File: config.mk
export PLATFORM = sky130hd
export DESIGN_NAME = div_seq_64_32
export DESIGN_NICKNAME = d
export VERILOG_FILES = /design/src/rtl/div_seq_64_32.sv
export SDC_FILE = /design/constraint.sdc
export NUM_CORES = 1
export LEC_CHECK = 0
export CORE_MARGIN = 5
export CORE_UTILIZATION = 39
export DETAILED_ROUTE_END_ITERATION = 10
export DONT_BUFFER_PORTS = 1
export GPL_ROUTABILITY_DRIVEN = 1
export GPL_TIMING_DRIVEN = 0
export MAX_ROUTING_LAYER = met4
export PLACE_DENSITY_LB_ADDON = 0.15
export REMOVE_ABC_BUFFERS = 1
export SYNTH_ARGS = -nofsm -noshare
export SYNTH_HDL_FRONTEND = slang
export SYNTH_SLANG_ARGS = --single-unit
File: constraint.sdc
create_clock -name clk -period 3.95 [get_ports clk]
set_clock_uncertainty 0.15 [all_clocks]
set_input_delay 1.185 -clock clk [delete_from_list [all_inputs] [get_ports clk]]
set_output_delay 1.185 -clock clk [all_outputs]
set_load 0.02 [all_outputs]
File: src/rtl/div_seq_64_32.sv
// ---------------------------------------------------------------------------
// div_seq_64_32 : sequential radix-2 restoring divider, N-bit / M-bit.
// Produces an M-bit quotient and M-bit remainder, one quotient bit per cycle.
// Handshake: a transfer happens on a rising edge where valid && ready are
// both high; valid must not depend on ready, and a producer keeps its data
// stable until the transfer. in_ready is high only when idle, and out_valid
// is high only while a result is being held.
// Optional build macro DIV_SELFCHECK_EN: rebuilds quotient*divisor+remainder
// in DONE and raises check_err if it differs from the latched dividend.
// ---------------------------------------------------------------------------
module div_seq_64_32 #(
   parameter int M = 32,
   parameter int N = 64
) (
   input  logic         clk,
   input  logic         rst_n,
   input  logic         in_valid,
   output logic         in_ready,
   input  logic [N-1:0] dividend,
   input  logic [M-1:0] divisor,
   output logic         out_valid,
   input  logic         out_ready,
   output logic [M-1:0] quotient,
   output logic [M-1:0] remainder,
   output logic         div_by_zero,
   output logic         overflow,
   output logic         check_err
);

   localparam int CW = $clog2(M);

   typedef enum logic [1:0] {
      ST_IDLE = 2'd0,
      ST_CALC = 2'd1,
      ST_DONE = 2'd2
   } state_t;

   state_t         r_state;
   logic           r_in_ready;
   logic           r_out_valid;
   logic [M-1:0]   r_divisor;
   logic [M-1:0]   r_part_rem;
   logic [M-1:0]   r_shift_q;
   logic [CW-1:0]  r_cnt;
   logic [M-1:0]   r_quotient;
   logic [M-1:0]   r_remainder;
   logic           r_dbz;
   logic           r_ovf;

   logic [M:0]     w_trial;
   logic [M:0]     w_diff;
   logic           w_ge;
   logic [M-1:0]   w_next_rem;
   logic [M-1:0]   w_next_q;

   // One restoring step: bring down the next dividend bit, subtract if it fits.
   // R < divisor always holds, so the M+1-bit trial never overflows.
   always_comb begin
      w_trial    = {r_part_rem, r_shift_q[M-1]};
      w_diff     = w_trial - {1'b0, r_divisor};
      w_ge       = (w_trial >= {1'b0, r_divisor});
      w_next_rem = w_ge ? w_diff[M-1:0] : w_trial[M-1:0];
      w_next_q   = {r_shift_q[M-2:0], w_ge};
   end

`ifdef DIV_SELFCHECK_EN
   logic [N-1:0]   r_dividend;
   logic [N-1:0]   w_prod;
   logic [N-1:0]   w_sum;

   // Keep the original dividend so the finished result can be re-multiplied.
   always_ff @(posedge clk or negedge rst_n) begin
      if (!rst_n) begin
         r_dividend <= '0;
      end else if (r_state == ST_IDLE && in_valid && r_in_ready) begin
         r_dividend <= dividend;
      end
   end

   // quotient*divisor + remainder must reconstruct the dividend for normal results.
   always_comb begin
      w_prod    = N'(r_quotient) * N'(r_divisor);
      w_sum     = w_prod + {{(N-M){1'b0}}, r_remainder};
      check_err = (r_state == ST_DONE) && !r_dbz && !r_ovf && (w_sum != r_dividend);
   end
`else
   assign check_err = 1'b0;
`endif

   // Control FSM with registered handshake outputs and result registers.
   always_ff @(posedge clk or negedge rst_n) begin
      if (!rst_n) begin
         r_state     <= ST_IDLE;
         r_in_ready  <= 1'b1;
         r_out_valid <= 1'b0;
         r_divisor   <= '0;
         r_part_rem  <= '0;
         r_shift_q   <= '0;
         r_cnt       <= '0;
         r_quotient  <= '0;
         r_remainder <= '0;
         r_dbz       <= 1'b0;
         r_ovf       <= 1'b0;
      end else begin
         case (r_state)
            ST_IDLE: begin
               if (in_valid && r_in_ready) begin
                  r_divisor  <= divisor;
                  r_in_ready <= 1'b0;
                  if (divisor == '0) begin
                     r_dbz       <= 1'b1;
                     r_quotient  <= '1;
                     r_remainder <= dividend[M-1:0];
                     r_out_valid <= 1'b1;
                     r_state     <= ST_DONE;
                  end else if (dividend[N-1:M] >= divisor) begin
                     r_ovf       <= 1'b1;
                     r_quotient  <= '1;
                     r_remainder <= '0;
                     r_out_valid <= 1'b1;
                     r_state     <= ST_DONE;
                  end else begin
                     r_part_rem <= dividend[N-1:M];
                     r_shift_q  <= dividend[M-1:0];
                     r_cnt      <= '0;
                     r_state    <= ST_CALC;
                  end
               end
            end
            ST_CALC: begin
               r_part_rem <= w_next_rem;
               r_shift_q  <= w_next_q;
               r_cnt      <= r_cnt + 1'b1;
               if (r_cnt == CW'(M-1)) begin
                  r_quotient  <= w_next_q;
                  r_remainder <= w_next_rem;
                  r_out_valid <= 1'b1;
                  r_state     <= ST_DONE;
               end
            end
            ST_DONE: begin
               if (r_out_valid && out_ready) begin
                  r_out_valid <= 1'b0;
                  r_in_ready  <= 1'b1;
                  r_dbz       <= 1'b0;
                  r_ovf       <= 1'b0;
                  r_state     <= ST_IDLE;
               end
            end
            default: begin
               r_state     <= ST_IDLE;
               r_in_ready  <= 1'b1;
               r_out_valid <= 1'b0;
            end
         endcase
      end
   end

   assign in_ready    = r_in_ready;
   assign out_valid   = r_out_valid;
   assign quotient    = r_quotient;
   assign remainder   = r_remainder;
   assign div_by_zero = r_dbz;
   assign overflow    = r_ovf;

endmodule

==> impl_results.md <==
* Clk sink count at 171
* Remaining Overflow, GRT at 0
* Via Count at 8,505
* EDFF count, synth at 0
* Final slew viol count at 0
* Hold buffer count at CTS at 0
* Cell area power density at 319.8 nW/um^2
* Largest net degree at the start of global routing at 172
* WL per Instance at 21.53 um
* Max cap viols at 0
* Synth Area in XOR/XNOR at 0.01644
* Worst slew margin at 0.3509
* Cell Area, Synth at 10,120 sq um
* Outcome: completed
* Simple-Gate Fraction of Synth Area at 0.1658
* # setup viols final at 0
* First-pass GRT wire length at 49,590 um
* TNS Setup at 0 ns
* GRT Resource Usage Total at 0.2262
* PortBufs at 0
* Syn avg cell area at 8.689 sq um
* Syn Inst Count at 1,165
* Slew @ Worst Pin at 0.9635 ns
* Die area at 29,280 sq um
* Clock root buffer: clkbuf_16
* Final Critical Period at 3.789 ns
* Initial Utilization at 0.3918
* Initial drt markers at 655
* Reg2Reg Depth at 9
* Number of global-route vias before repair at 8,351
* Primary FF master, synth: dfrtp_1
* Clock transition at path regs at 0.07 ns
* Async SR Flop Fraction at 1.000
* CP max stage cell: a221o_1
* Drt pass-1 iters at 5
* CP Launch Type: primary input
* Category of the most critical setup path: in2reg
* Maximum vdd ir drop at 0.2615 mV
* Initial antenna violation count at 0
* Register area share after synthesis at 0.4229
* IO Pins at 169
* Via density at 5.670
* CP Cell Sequence: inv_1, ha_1, and2_0, a221o_1, a2111oi_4, o211ai_1, buf_4, a211oi_4, buf_4, nor2_4, clkbuf_16, buf_12, o21ai_0, nand2_1
* Crit-path max cell delay at 0.41 ns
* DRC viols at 0
* Clk_lat worst skew at 0.44 ns
* Synth Area in Compound Gates at 0.2213
* Worst path bufs/invs at 5
* RSZ-0062 raised after global routing: no
* Crit-path most repeated cell: buf_4
* Worst path arrival time at 3.96 ns
* Core Area at 25,840 sq um
* R2R setup slack at 0.16 ns
* Die height at 171.1 um
* Final Hold Viols at 0
* CTS H-tree depth at 4
* Period utilization at 0.9593
* Layout area overhead at 11.90%
* Type of the tightest min-delay check: in2async
* Synth cell types at 70
* # rows at 59
* Total CTS buffers at 17
* RR Startpoint: r_part_rem[7]
* Ant. Diodes at 0
* Utilization after layout at 0.4384
* Kind of cell adding the most delay to the critical path: compound AO/OA/AOI/OAI gates
* TritonCTS clock tree: done
* Share of the synthesized area in the top cell type at 0.4203
* Top cells by area, synth: dfrtp_1 42%, ha_1 8.2%, nand2_1 6.0%, o21ai_0 5.9%, nor2_1 4.9%
* Detail Route Antenna Nets at 0
* Crit path capture type: register
* Area of the multi-input gates at 5411 sq um
* Mux cell area share after synthesis at 0.03288
* FF+latch count, synth at 171
* Peak Freq at 0.2639 GHz
* Max Buffers Root-to-Sink at 2
* Total Nets Final at 1,319
* Req. time, crit path at 4.12 ns
* Crit path max fanout at 42
* Synth Warn # at 0
* Min Hold Slack at 0.2955 ns
* FF-to-FF End: r_part_rem[24]
* Largest family of logic cells by synthesized area: compound AO/OA/AOI/OAI gates
* Sequential cell area at 4280 sq um
* GPL Wtd Cong at 0.8751
* Final wirelength at 32,290 um
* Critical path depth in cells at 14
* Die W at 171.1 um
* Synth Area in Adders at 0.08356
* Share of cells above drive strength 1 at 0.08498
* Fillers at 2,588
* Dpl hpwl at 22,890 um
* Design Power at 0.003623 W
* Leak at 5.390 nW
* Synth area leader: dfrtp_1
[per-stage QoR]
step                      cells  instance area [sq um]  setup slack [ns]
after global routing       1500                  11330          0.006179
after floorplan            1104                   9824            -2.733
final                      1500                  11330            0.1609
after detailed placement   1450                  10480            -1.775
after CTS                  1489                  11190          0.003882
after global placement     1439                  10240            -5.986
[synth_stat cells, types with 3 or more instances]
library cell,number
a21o_1,15
o31ai_1,4
clkbuf_1,34
nand4_1,17
a221o_1,3
o21ai_1,6
a22oi_2,10
and2_1,5
mux2i_1,31
a211o_1,3
nor4_1,9
nor2b_1,4
buf_4,7
nand2_1,161
o211ai_1,12
and3_1,5
ha_1,66
a31oi_1,33
buf_2,14
a2111oi_0,3
nor3_1,14
or2_2,4
nor3b_1,3
a22oi_1,9
a32oi_1,6
o21ai_0,120
inv_1,74
or3_1,8
buf_6,3
xor2_1,7
nor2_1,131
nand2b_1,3
o22ai_1,31
nand3_1,11
a21oi_1,59
o21a_1,7
dfrtp_1,170
xnor2_1,12
a211oi_1,7
and4_1,3
[flip-flops by register name (all words and copies together) (netlist names), 2 cells and up]
signal and cells:
r_part_rem 32, remainder 32, quotient 32, r_divisor 32, r_state 2, r_shift_q 32, r_cnt 5
[area by class of cell]
class	instances	area share
Clock inverter	15	0.01591
Timing Repair Buffer	26	0.02938
Inverter	74	0.02452
Sequential cell	171	0.3779
Clock buffer	17	0.03756
Multi-Input combinational cell	862	0.4777
Tap cell	335	0.03700
[placed cells by master (no fill, tap or decap), types with 4 or more instances in the layout]
cell type and count:
a211oi_1 6, a21o_1 15, a21oi_1 59, a22oi_1 9, a22oi_2 10, a31oi_1 33, a32oi_1 6, and2_1 5
and3_1 5, buf_12 4, buf_4 13, buf_6 4, clkbuf_16 18, clkinvlp_4 4, dfrtp_1 170, ha_1 66
inv_1 74, inv_8 7, mux2i_1 31, nand2_1 160, nand3_1 11, nand4_1 17, nor2_1 130, nor3_1 12
nor4_1 8, o211ai_1 12, o21a_1 6, o21ai_0 120, o21ai_1 6, o22ai_1 31, o31ai_1 4, or2_2 4
or3_1 8, xnor2_1 12, xor2_1 7
[routing by layer]
metal	vias up	wire, um	GRT usage
li1	4121	-	-
met1	4139	15240	0.3187
met2	222	14570	0.3388
met3	23	2084	0.04829
met4	0	400	0.04650
met5	-	0	-
[worst max-delay path by stage]
stage / end / startpoint / slack, ns
after CTS: r_part_rem[24] / divisor[29] / 0.004
final: quotient[4] / divisor[23] / 0.16
after global routing: quotient[4] / divisor[21] / 0.006
after detailed placement: r_shift_q[0] / divisor[19] / -1.78
after global placement: quotient[3] / in_valid / -5.99
after floorplan: quotient[10] / in_valid / -2.73
[cells by family after synthesis]
kind of cell,after synthesis
buffers and inverters,135
and+or+nand+nor,385
AOI/OAI and AO/OA,354
DFF,171
muxes,33
adders and majority gates,67
xor gates and xnor gates,19
other,1
[report_power, final]
| group | total (W) | switching, W | internal [W] |
|---|---|---|---|
| combinational | 0.000119 | 0.0000651 | 0.0000539 |
| clock | 0.00175 | 0.000845 | 0.000910 |
| sequential | 0.00175 | 0 | 0.00175 |
[timing repair]
| action | 4_1_cts | 5_1_grt |
|---|---|---|
| gates resized for setup | 12 | 5 |
| pin swaps | 6 | 5 |
| buffers inserted | 4 | 10 |
| cloned | 3 | 1 |
| endpoints found under the setup margin | 134 | 97 |
Power figures use the tool's default switching activity.
